<file path="config.mk">
export PLATFORM = sky130hd
export DESIGN_NAME = sdram_host_adapter
export DESIGN_NICKNAME = d
export VERILOG_FILES = /design/src/rtl/sdram_host_adapter.sv
export SDC_FILE = /design/constraint.sdc
export NUM_CORES = 1
export LEC_CHECK = 0
export CORE_MARGIN = 8
export CORE_UTILIZATION = 45
export DETAILED_ROUTE_END_ITERATION = 16
export PLACE_DENSITY = 0.87
export SYNTH_ARGS = -nofsm -noshare
export SYNTH_HDL_FRONTEND = slang
export SYNTH_SLANG_ARGS = --single-unit
</file>
<file path="constraint.sdc">
create_clock -name clk -period 3.7 [get_ports clk]
set_clock_uncertainty 0.1 [all_clocks]
set_input_delay 0.555 -clock clk [delete_from_list [all_inputs] [get_ports clk]]
set_output_delay 0.555 -clock clk [all_outputs]
set_load 0.01 [all_outputs]
</file>
<file path="src/rtl/sdram_host_adapter.sv">
// Valid/ready request front end for sdram_controller: power-up wait, enable hold
// until the controller goes busy, issue timeout, and one response per request.
module sdram_host_adapter #(
  parameter int          HADDR_WIDTH      = 24,
  parameter logic [15:0] INIT_CYCLES      = 16'd200,
  parameter logic [7:0]  ISSUE_TIMEOUT    = 8'd32,
  parameter logic [1:0]  RD_CAPTURE_DELAY = 2'd1
) (
  input  logic                   clk,
  input  logic                   rst,
  input  logic                   req_valid,
  output logic                   req_ready,
  input  logic                   req_we,
  input  logic [HADDR_WIDTH-1:0] req_addr,
  input  logic [15:0]            req_wdata,
  output logic                   rsp_valid,
  output logic                   rsp_err,
  output logic [15:0]            rsp_rdata,
  output logic [HADDR_WIDTH-1:0] ctl_haddr,
  output logic [15:0]            ctl_data_input,
  output logic                   ctl_rd_enable,
  output logic                   ctl_wr_enable,
  input  logic [15:0]            ctl_data_output,
  input  logic                   ctl_busy
);

  localparam logic [2:0] S_WAIT_INIT = 3'd0;
  localparam logic [2:0] S_IDLE      = 3'd1;
  localparam logic [2:0] S_ISSUE     = 3'd2;
  localparam logic [2:0] S_BUSY      = 3'd3;
  localparam logic [2:0] S_CAPTURE   = 3'd4;

  logic [2:0]  state;
  logic [15:0] init_cnt;
  logic [7:0]  tmo_cnt;
  logic [1:0]  cap_cnt;
  logic        we_q;
  logic        handshake;
  logic        done;

  // req_ready is only ever high in IDLE, so it alone qualifies the handshake.
  always_comb begin
    handshake = req_valid & req_ready;
    done      = 1'b0;
    if (state == S_BUSY && !ctl_busy && RD_CAPTURE_DELAY == 2'd0)
      done = 1'b1;
    if (state == S_CAPTURE && cap_cnt <= 2'd1)
      done = 1'b1;
  end

  always_ff @(posedge clk) begin
    if (rst) begin
      state          <= S_WAIT_INIT;
      init_cnt       <= INIT_CYCLES;
      tmo_cnt        <= '0;
      cap_cnt        <= '0;
      we_q           <= 1'b0;
      req_ready      <= 1'b0;
      rsp_valid      <= 1'b0;
      rsp_err        <= 1'b0;
      rsp_rdata      <= '0;
      ctl_haddr      <= '0;
      ctl_data_input <= '0;
      ctl_rd_enable  <= 1'b0;
      ctl_wr_enable  <= 1'b0;
    end else begin
      rsp_valid <= 1'b0;
      rsp_err   <= 1'b0;
      case (state)
        S_WAIT_INIT: begin
          if (init_cnt <= 16'd1) begin
            init_cnt  <= '0;
            req_ready <= 1'b1;
            state     <= S_IDLE;
          end else begin
            init_cnt <= init_cnt - 16'd1;
          end
        end
        S_IDLE: begin
          req_ready <= 1'b1;
          if (handshake) begin
            ctl_haddr <= req_addr;
            if (req_we)
              ctl_data_input <= req_wdata;
            we_q          <= req_we;
            ctl_wr_enable <= req_we;
            ctl_rd_enable <= ~req_we;
            req_ready     <= 1'b0;
            tmo_cnt       <= ISSUE_TIMEOUT;
            state         <= S_ISSUE;
          end
        end
        S_ISSUE: begin
          // Busy wins over a coinciding timeout: the controller has taken the request.
          if (ctl_busy) begin
            ctl_rd_enable <= 1'b0;
            ctl_wr_enable <= 1'b0;
            state         <= S_BUSY;
          end else if (tmo_cnt <= 8'd1) begin
            tmo_cnt       <= '0;
            ctl_rd_enable <= 1'b0;
            ctl_wr_enable <= 1'b0;
            rsp_valid     <= 1'b1;
            rsp_err       <= 1'b1;
            state         <= S_IDLE;
          end else begin
            tmo_cnt <= tmo_cnt - 8'd1;
          end
        end
        S_BUSY: begin
          if (!ctl_busy && RD_CAPTURE_DELAY != 2'd0) begin
            cap_cnt <= RD_CAPTURE_DELAY;
            state   <= S_CAPTURE;
          end
        end
        S_CAPTURE: begin
          if (cap_cnt > 2'd1)
            cap_cnt <= cap_cnt - 2'd1;
        end
        default: begin
          init_cnt <= INIT_CYCLES;
          state    <= S_WAIT_INIT;
        end
      endcase

      if (done) begin
        if (!we_q)
          rsp_rdata <= ctl_data_output;
        rsp_valid <= 1'b1;
        cap_cnt   <= '0;
        state     <= S_IDLE;
      end
    end
  end

endmodule

</file>
==> impl_metrics.env, run 1 <==
export IMPL_status="completed"
export IMPL_area_delta_synth_final_pct=39.20
export IMPL_synth_fp_nets=513
export IMPL_dr_max_layer_used="met4"
export IMPL_worstSetupStartpointType="register"
export IMPL_postPlaceCellArea_um2=5004
export IMPL_cp_arrival_ns=2.78
export IMPL_nNetsFinal=625
export IMPL_whs_path_depth=2
export IMPL_n_fill_cell=674
export IMPL_initial_core_util_pct=45.92
export IMPL_final_area_um2=5199
export IMPL_htree_levels=3
export IMPL_post_cts_resized=0
export IMPL_ant_nets=0
export IMPL_ys_flop_type="dfxtp_1"
export IMPL_core_area_um2=8134
export IMPL_rrSetupSlack_ns=1.10
export IMPL_dieArea_um2=11470
export IMPL_hold_path_startpoint="ctl_data_input[3]"
export IMPL_p_leak_nw=1.772
export IMPL_fin_crit_sh_pct=70.18
export IMPL_reg2reg_from="init_cnt[0]"
export IMPL_synth_seq_area_share_pct=48.78
export IMPL_ios=122
export IMPL_clock_sinks=91
export IMPL_crit_type="register to register"
export IMPL_ctsHoldBuffers=0
export IMPL_drtIter0Drc=228
export IMPL_grt_pass1_wl_mm=16.35
export IMPL_gp_congestion=0.8250
export IMPL_via_count=3521
export IMPL_worst_slew_pin_slew_ns=1.087
export IMPL_finalSetupViolCount=0
export IMPL_slew_viol_final=0
export IMPL_cts_buffers=9
export IMPL_power_density_nw_per_um2=389.3
export IMPL_ys_seq_elements=91
export IMPL_yosys_warnings=0
export IMPL_cts_tree="built"
export IMPL_routed_wl_mm=9.924
export IMPL_die_w_um=107.1
export IMPL_period_minus_slack_ns=2.597
export IMPL_clock_latency_ns=0.36
export IMPL_cts_root_buf="clkbuf_8"
export IMPL_total_power_mw=2.024
export IMPL_overflow=0
export IMPL_wl_met3_um=769
export IMPL_met2_length_mm=4.909
export IMPL_crit_start="init_cnt[0]"
export IMPL_synthCells=447
export IMPL_final_layout_size_suffix_gt1_share_pct=5.496
export IMPL_post_cts_setup_buffer_count=0
export IMPL_setup_tns_ns=0
export IMPL_async_flop_share_pct=0
export IMPL_fp_dieH_um=107.1
export IMPL_reg2regPathDepth=6
export IMPL_yosys_cell_types_count=49
export IMPL_io_buffers=121
export IMPL_final_hold_viol_count=0
export IMPL_vdd_drop_max_uv=238.6
export IMPL_rsz0062_at_grt="no"
export IMPL_antenna_found_initial=0
export IMPL_drc=0
export IMPL_maxSlewHeadroom_pct=26.90
export IMPL_whs_endpoint="ctl_data_input[3]"
export IMPL_cap_violations=0
export IMPL_post_drt_wl_per_cell_um=14.83
export IMPL_grt_pass1_vias=3585
export IMPL_row_count=33
export IMPL_finalNonFillerCells=669
export IMPL_required_ns=3.89
export IMPL_end_kind="register"
export IMPL_syn_avg_cell_area_um2=8.355
export IMPL_max_freq_mhz=385.1
export IMPL_clockBufferDepth=2
export IMPL_hold_class="register to register"
export IMPL_antenna_cells=0
export IMPL_synth_edf_count=0
export IMPL_path_max_fanout=14
export IMPL_met1_length_mm=4.012
export IMPL_grt_start_max_net_pins=57
export IMPL_detail_route_vias_per_cell=5.263
export IMPL_hpwl_mm=7.395
export IMPL_grt_total_usage_pct=17.30
export IMPL_place_inst=653
export IMPL_dr_pass1_iters=5
export IMPL_clk_pin_slew_ns=0.10
export IMPL_reg2reg_to="init_cnt[15]"
export IMPL_synth_area_um2=3735
==> sequential cells by signal, indices dropped and copies added (netlist names), 2 cells and up <==
name,cells
ctl_data_input,16
state,3
tmo_cnt,8
rsp_rdata,16
cap_cnt,2
ctl_haddr,24
init_cnt,16
==> metal layers <==
metal | vias to the layer above | track usage [%]
li1 | 1750 | -
met1 | 1621 | 18.92
met2 | 129 | 29.88
met3 | 21 | 5.159
met4 | 0 | 8.342
met5 | - | 0
==> synth_stat cells (2+ instances only) <==
library cell / count / area, um^2
a211oi_1: 3 / 22.52
a21oi_1: 58 / 290.3
a31oi_1: 5 / 31.28
and2_1: 2 / 12.51
buf_2: 3 / 15.01
clkbuf_1: 18 / 67.56
dfxtp_1: 91 / 1822
ha_1: 5 / 62.56
inv_1: 8 / 30.03
mux2i_1: 16 / 160.2
nand2_1: 95 / 356.6
nand2b_1: 7 / 43.79
nand3_1: 8 / 40.04
nor2_1: 51 / 191.4
nor3_1: 9 / 45.04
nor3_2: 2 / 20.02
nor3b_1: 2 / 15.01
nor4_1: 7 / 43.79
nor4_4: 2 / 42.54
o21a_1: 2 / 15.01
o21ai_0: 9 / 45.04
o22ai_1: 2 / 12.51
o31ai_1: 2 / 15.01
or2_2: 3 / 18.77
or3_1: 3 / 18.77
or4_1: 2 / 15.01
or4_4: 2 / 22.52
xnor2_1: 6 / 52.55
xor2_1: 4 / 35.03
==> per-stage QoR <==
step	utilization, %	setup slack (ns)	hold slack, ns
6_report	63.91	1.103	0.3596
5_1_grt	63.91	0.8926	0.3816
4_1_cts	63.91	1.142	0.3602
3_5_place_dp	61.51	1.144	0.3460
3_3_place_gp	61.51	1.141	0.3419
2_1_floorplan	-	1.668	0.3418
==> how the worst max path moves through the flow <==
stage | depth (start not counted) | end
after CTS | 6 | init_cnt[15]
after global placement | 4 | ctl_wr_enable
after floorplan | 6 | init_cnt[1]
final | 6 | init_cnt[15]
after global routing | 6 | init_cnt[13]
after detailed placement | 4 | ctl_wr_enable
==> worst max-delay path, stage by stage (launching register included) <==
cell	delay, ns
dfxtp_1	0.41
inv_1	0.09
ha_1	0.25
o211a_1	0.27
a21oi_1	0.83
or3b_1	0.43
a31oi_1	0.14
==> final cells by class <==
cell class / instances / area [um^2] / share of cell area, %
Sequential cell: 91 / 1822 / 35.04
Multi-Input combinational cell: 326 / 1799 / 34.61
Timing Repair Buffer: 123 / 1221 / 23.49
Tap cell: 105 / 131.4 / 2.527
Clock inverter: 7 / 71.32 / 1.372
Clock buffer: 9 / 123.9 / 2.383
Inverter: 8 / 30.03 / 0.5776
==> layout by cell type, fill, tap and decap left out, drive strengths merged, types with 2 or more instances in the layout <==
cell | synthesis | final
nand2b | 7 | 7
o31ai | 2 | 2
xnor2 | 6 | 6
clkbuf | 18 | 9
xor2 | 4 | 4
nor3 | 11 | 11
or2 | 3 | 3
or4b | 2 | 2
a31oi | 5 | 5
nor4 | 9 | 9
buf | 4 | 3
o22ai | 2 | 2
ha | 5 | 5
o21a | 2 | 2
nor2 | 51 | 51
nor3b | 2 | 2
or4 | 4 | 4
or3 | 3 | 3
clkdlybuf4s50 | 0 | 120
nand3 | 9 | 9
and2 | 2 | 2
clkinv | 0 | 2
or3b | 2 | 2
o21ai | 9 | 9
a21oi | 58 | 58
clkinvlp | 0 | 2
mux2i | 16 | 16
inv | 8 | 11
dfxtp | 91 | 91
nand2 | 95 | 95
a211oi | 3 | 3
==> kinds of logic after synthesis <==
group / after synthesis / share of synthesized area (%)
AO/OA/AOI/OAI: 91 / 13.80
adder cells (fa/ha/maj): 5 / 1.675
buffers and inverters: 30 / 3.216
multiplexers: 16 / 4.288
AND/OR/NAND/NOR: 204 / 25.90
flip-flops: 91 / 48.78
XOR/XNOR: 10 / 2.345
==> power breakdown <==
part | switching [mW] | internal, mW
Clock | 0.392 | 0.263
Combinational | 0.154 | 0.149
Sequential | 0.0503 | 1.02
Total | 0.596 | 1.43
(Power assumes the default switching activity.)
==> inputs of run 2 (changes only) <==
==> constraint.sdc (replaced) <==
create_clock -name clk -period 2.5 [get_ports clk]
set_clock_uncertainty 0.1 [all_clocks]
set_input_delay 0.375 -clock clk [delete_from_list [all_inputs] [get_ports clk]]
set_output_delay 0.375 -clock clk [all_outputs]
set_load 0.01 [all_outputs]
==> run 2 against run 1 <==
Net effect:
- combinational power is 59% higher
- count of clock-buffer cells in the layout stayed put
- worst setup slack worse by 0.85 ns
- critical path depth is 1 higher
- design area is 1.4% higher
- sequential share of layout area is 0.49 points lower
- global-route usage hardly changed
- sequential power is 48% higher
- die area stayed put
- maximum frequency is 15% higher
- via count hardly changed
- register-to-register slack worse by 0.85 ns
- highest routed layer unchanged
==> impl_metrics.env, run 2 (same netlist as run 1, synthesis figures left out) <==
export IMPL_cts_root_buf="clkbuf_8"
export IMPL_crit_type="register to register"
export IMPL_grt_total_usage_pct=17.25
export IMPL_clock_latency_ns=0.36
export IMPL_postPlaceCellArea_um2=5079
export IMPL_final_common_cell="clkdlybuf4s50_1"
export IMPL_fin_crit_sh_pct=90.06
export IMPL_hold_path_startpoint="rst"
export IMPL_end_kind="register"
export IMPL_nNetsFinal=635
export IMPL_final_hold_viol_count=0
export IMPL_drtIter0Drc=195
export IMPL_rsz0062_at_grt="no"
export IMPL_io_buffers=121
export IMPL_routed_wl_mm=10.09
export IMPL_finalSetupViolCount=0
export IMPL_largest_reg_flops=24
export IMPL_post_cts_setup_buffer_count=0
export IMPL_row_count=33
export IMPL_drc=0
export IMPL_mostFrequentLayoutCells="clkdlybuf4s50_1 (120), nand2_1 (95), dfxtp_1 (91), a21oi_1 (58), nor2_1 (51)"
export IMPL_clock_sinks=91
export IMPL_power_density_nw_per_um2=571.5
export IMPL_cts_tree="built"
export IMPL_htree_levels=3
export IMPL_post_cts_resized=0
export IMPL_reg2reg_to="init_cnt[15]"
export IMPL_max_freq_mhz=444.2
export IMPL_cts_buffers=9
export IMPL_ant_nets=0
export IMPL_required_ns=2.69
export IMPL_clk_pin_slew_ns=0.09
export IMPL_antenna_cells=0
export IMPL_regMostFlops="ctl_haddr"
export IMPL_cp_arrival_ns=2.44
export IMPL_vdd_drop_max_uv=271.2
export IMPL_ctsHoldBuffers=0
export IMPL_initial_core_util_pct=45.92
export IMPL_cap_violations=0
export IMPL_maxSlewHeadroom_pct=64.53
export IMPL_period_minus_slack_ns=2.251
export IMPL_grt_start_max_net_pins=45
export IMPL_detail_route_vias_per_cell=5.189
export IMPL_rrSetupSlack_ns=0.25
export IMPL_overflow=0
export IMPL_core_area_um2=8134
export IMPL_whs_path_depth=2
export IMPL_post_drt_wl_per_cell_um=14.86
export IMPL_grt_pass1_wl_mm=16.48
export IMPL_whs_endpoint="ctl_data_input[11]"
export IMPL_p_leak_nw=1.825
export IMPL_dr_pass1_iters=4
export IMPL_final_layout_size_suffix_gt1_share_pct=7.143
export IMPL_hold_class="input pin to register"
export IMPL_slew_viol_final=0
export IMPL_area_delta_synth_final_pct=41.17
export IMPL_reg2regPathDepth=7
export IMPL_grt_pass1_vias=3432
export IMPL_worst_slew_pin_slew_ns=0.5307
export IMPL_die_w_um=107.1
export IMPL_clockBufferDepth=2
export IMPL_worstSetupStartpointType="register"
export IMPL_reg2reg_from="init_cnt[0]"
export IMPL_hpwl_mm=7.562
export IMPL_ios=122
export IMPL_path_max_fanout=5
export IMPL_antenna_found_initial=0
export IMPL_fp_dieH_um=107.1
export IMPL_post_route_util_pct=64.82
export IMPL_setup_tns_ns=0
export IMPL_final_area_um2=5273
export IMPL_gp_congestion=0.8391
export IMPL_status="completed"
export IMPL_dieArea_um2=11470
export IMPL_via_count=3523
==> run 2: cell types whose count changed in the layout (fill, tap and decap cells not counted), sizes merged <==
cell,delta
buf,+10
clkinvlp,-1
clkinv,+1
==> run 2: worst max-delay path, cell delays in order (launching register included) <==
cell and delay, ns:
dfxtp_1 0.40, inv_1 0.10, ha_1 0.25, o211a_1 0.28, a21oi_1 0.36, buf_4 0.22, or3b_1 0.35, a31oi_1 0.13
==> run 2: stage by stage <==
step | hold slack (ns) | cells | power (mW) | setup WS (ns)
3_3_place_gp | 0.3413 | 663 | 2.068 | 0.1969
2_1_floorplan | 0.3418 | 447 | 1.873 | 0.4684
3_5_place_dp | 0.3457 | 663 | 2.086 | 0.1800
4_1_cts | 0.3050 | 679 | 3.039 | 0.2736
6_report | 0.3166 | 679 | 3.013 | 0.2485
5_1_grt | 0.3251 | 679 | 3.156 | 0.07112
==> run 2: routing by layer <==
metal	GRT usage (%)	part of all wire, %
met2	29.57	49
met1	19.96	43
met4	6.935	1.4
met5	0	0
met3	4.499	6.0
==> run 2: area by class of cell <==
cell class | count | area (um^2)
Tap cell | 105 | 131.4
Inverter | 8 | 30.03
Timing Repair Buffer | 133 | 1296
Clock inverter | 7 | 70.07
Sequential cell | 91 | 1822
Clock buffer | 9 | 123.9
Fill cell | 669 | 2861
Multi-Input combinational cell | 326 | 1799
==> run 2: worst max-delay path by stage <==
stage,startpoint,end,slack [ns]
2_1_floorplan,init_cnt[4],init_cnt[1],0.47
3_3_place_gp,ctl_busy,tmo_cnt[6],0.20
3_5_place_dp,ctl_busy,tmo_cnt[4],0.18
4_1_cts,init_cnt[0],init_cnt[15],0.27
5_1_grt,init_cnt[0],init_cnt[15],0.07
6_report,init_cnt[0],init_cnt[15],0.25
==> run 2: report_power, final <==
part	internal [mW]	switching [mW]	total, mW
Sequential	1.50	0.0732	1.58
Clock	0.387	0.567	0.954
Combinational	0.247	0.236	0.483
==> inputs of run 3 (changes only) <==
--- a/config.mk
+++ b/config.mk
@@ -5,6 +5,7 @@
 export SDC_FILE = /design/constraint.sdc
 export NUM_CORES = 1
 export LEC_CHECK = 0
+export CAP_MARGIN = 25
 export CORE_MARGIN = 8
 export CORE_UTILIZATION = 45
 export DETAILED_ROUTE_END_ITERATION = 16
==> results of run 3 <==
Same layout as run 2: the final DEF is identical, and so are final timing and power.
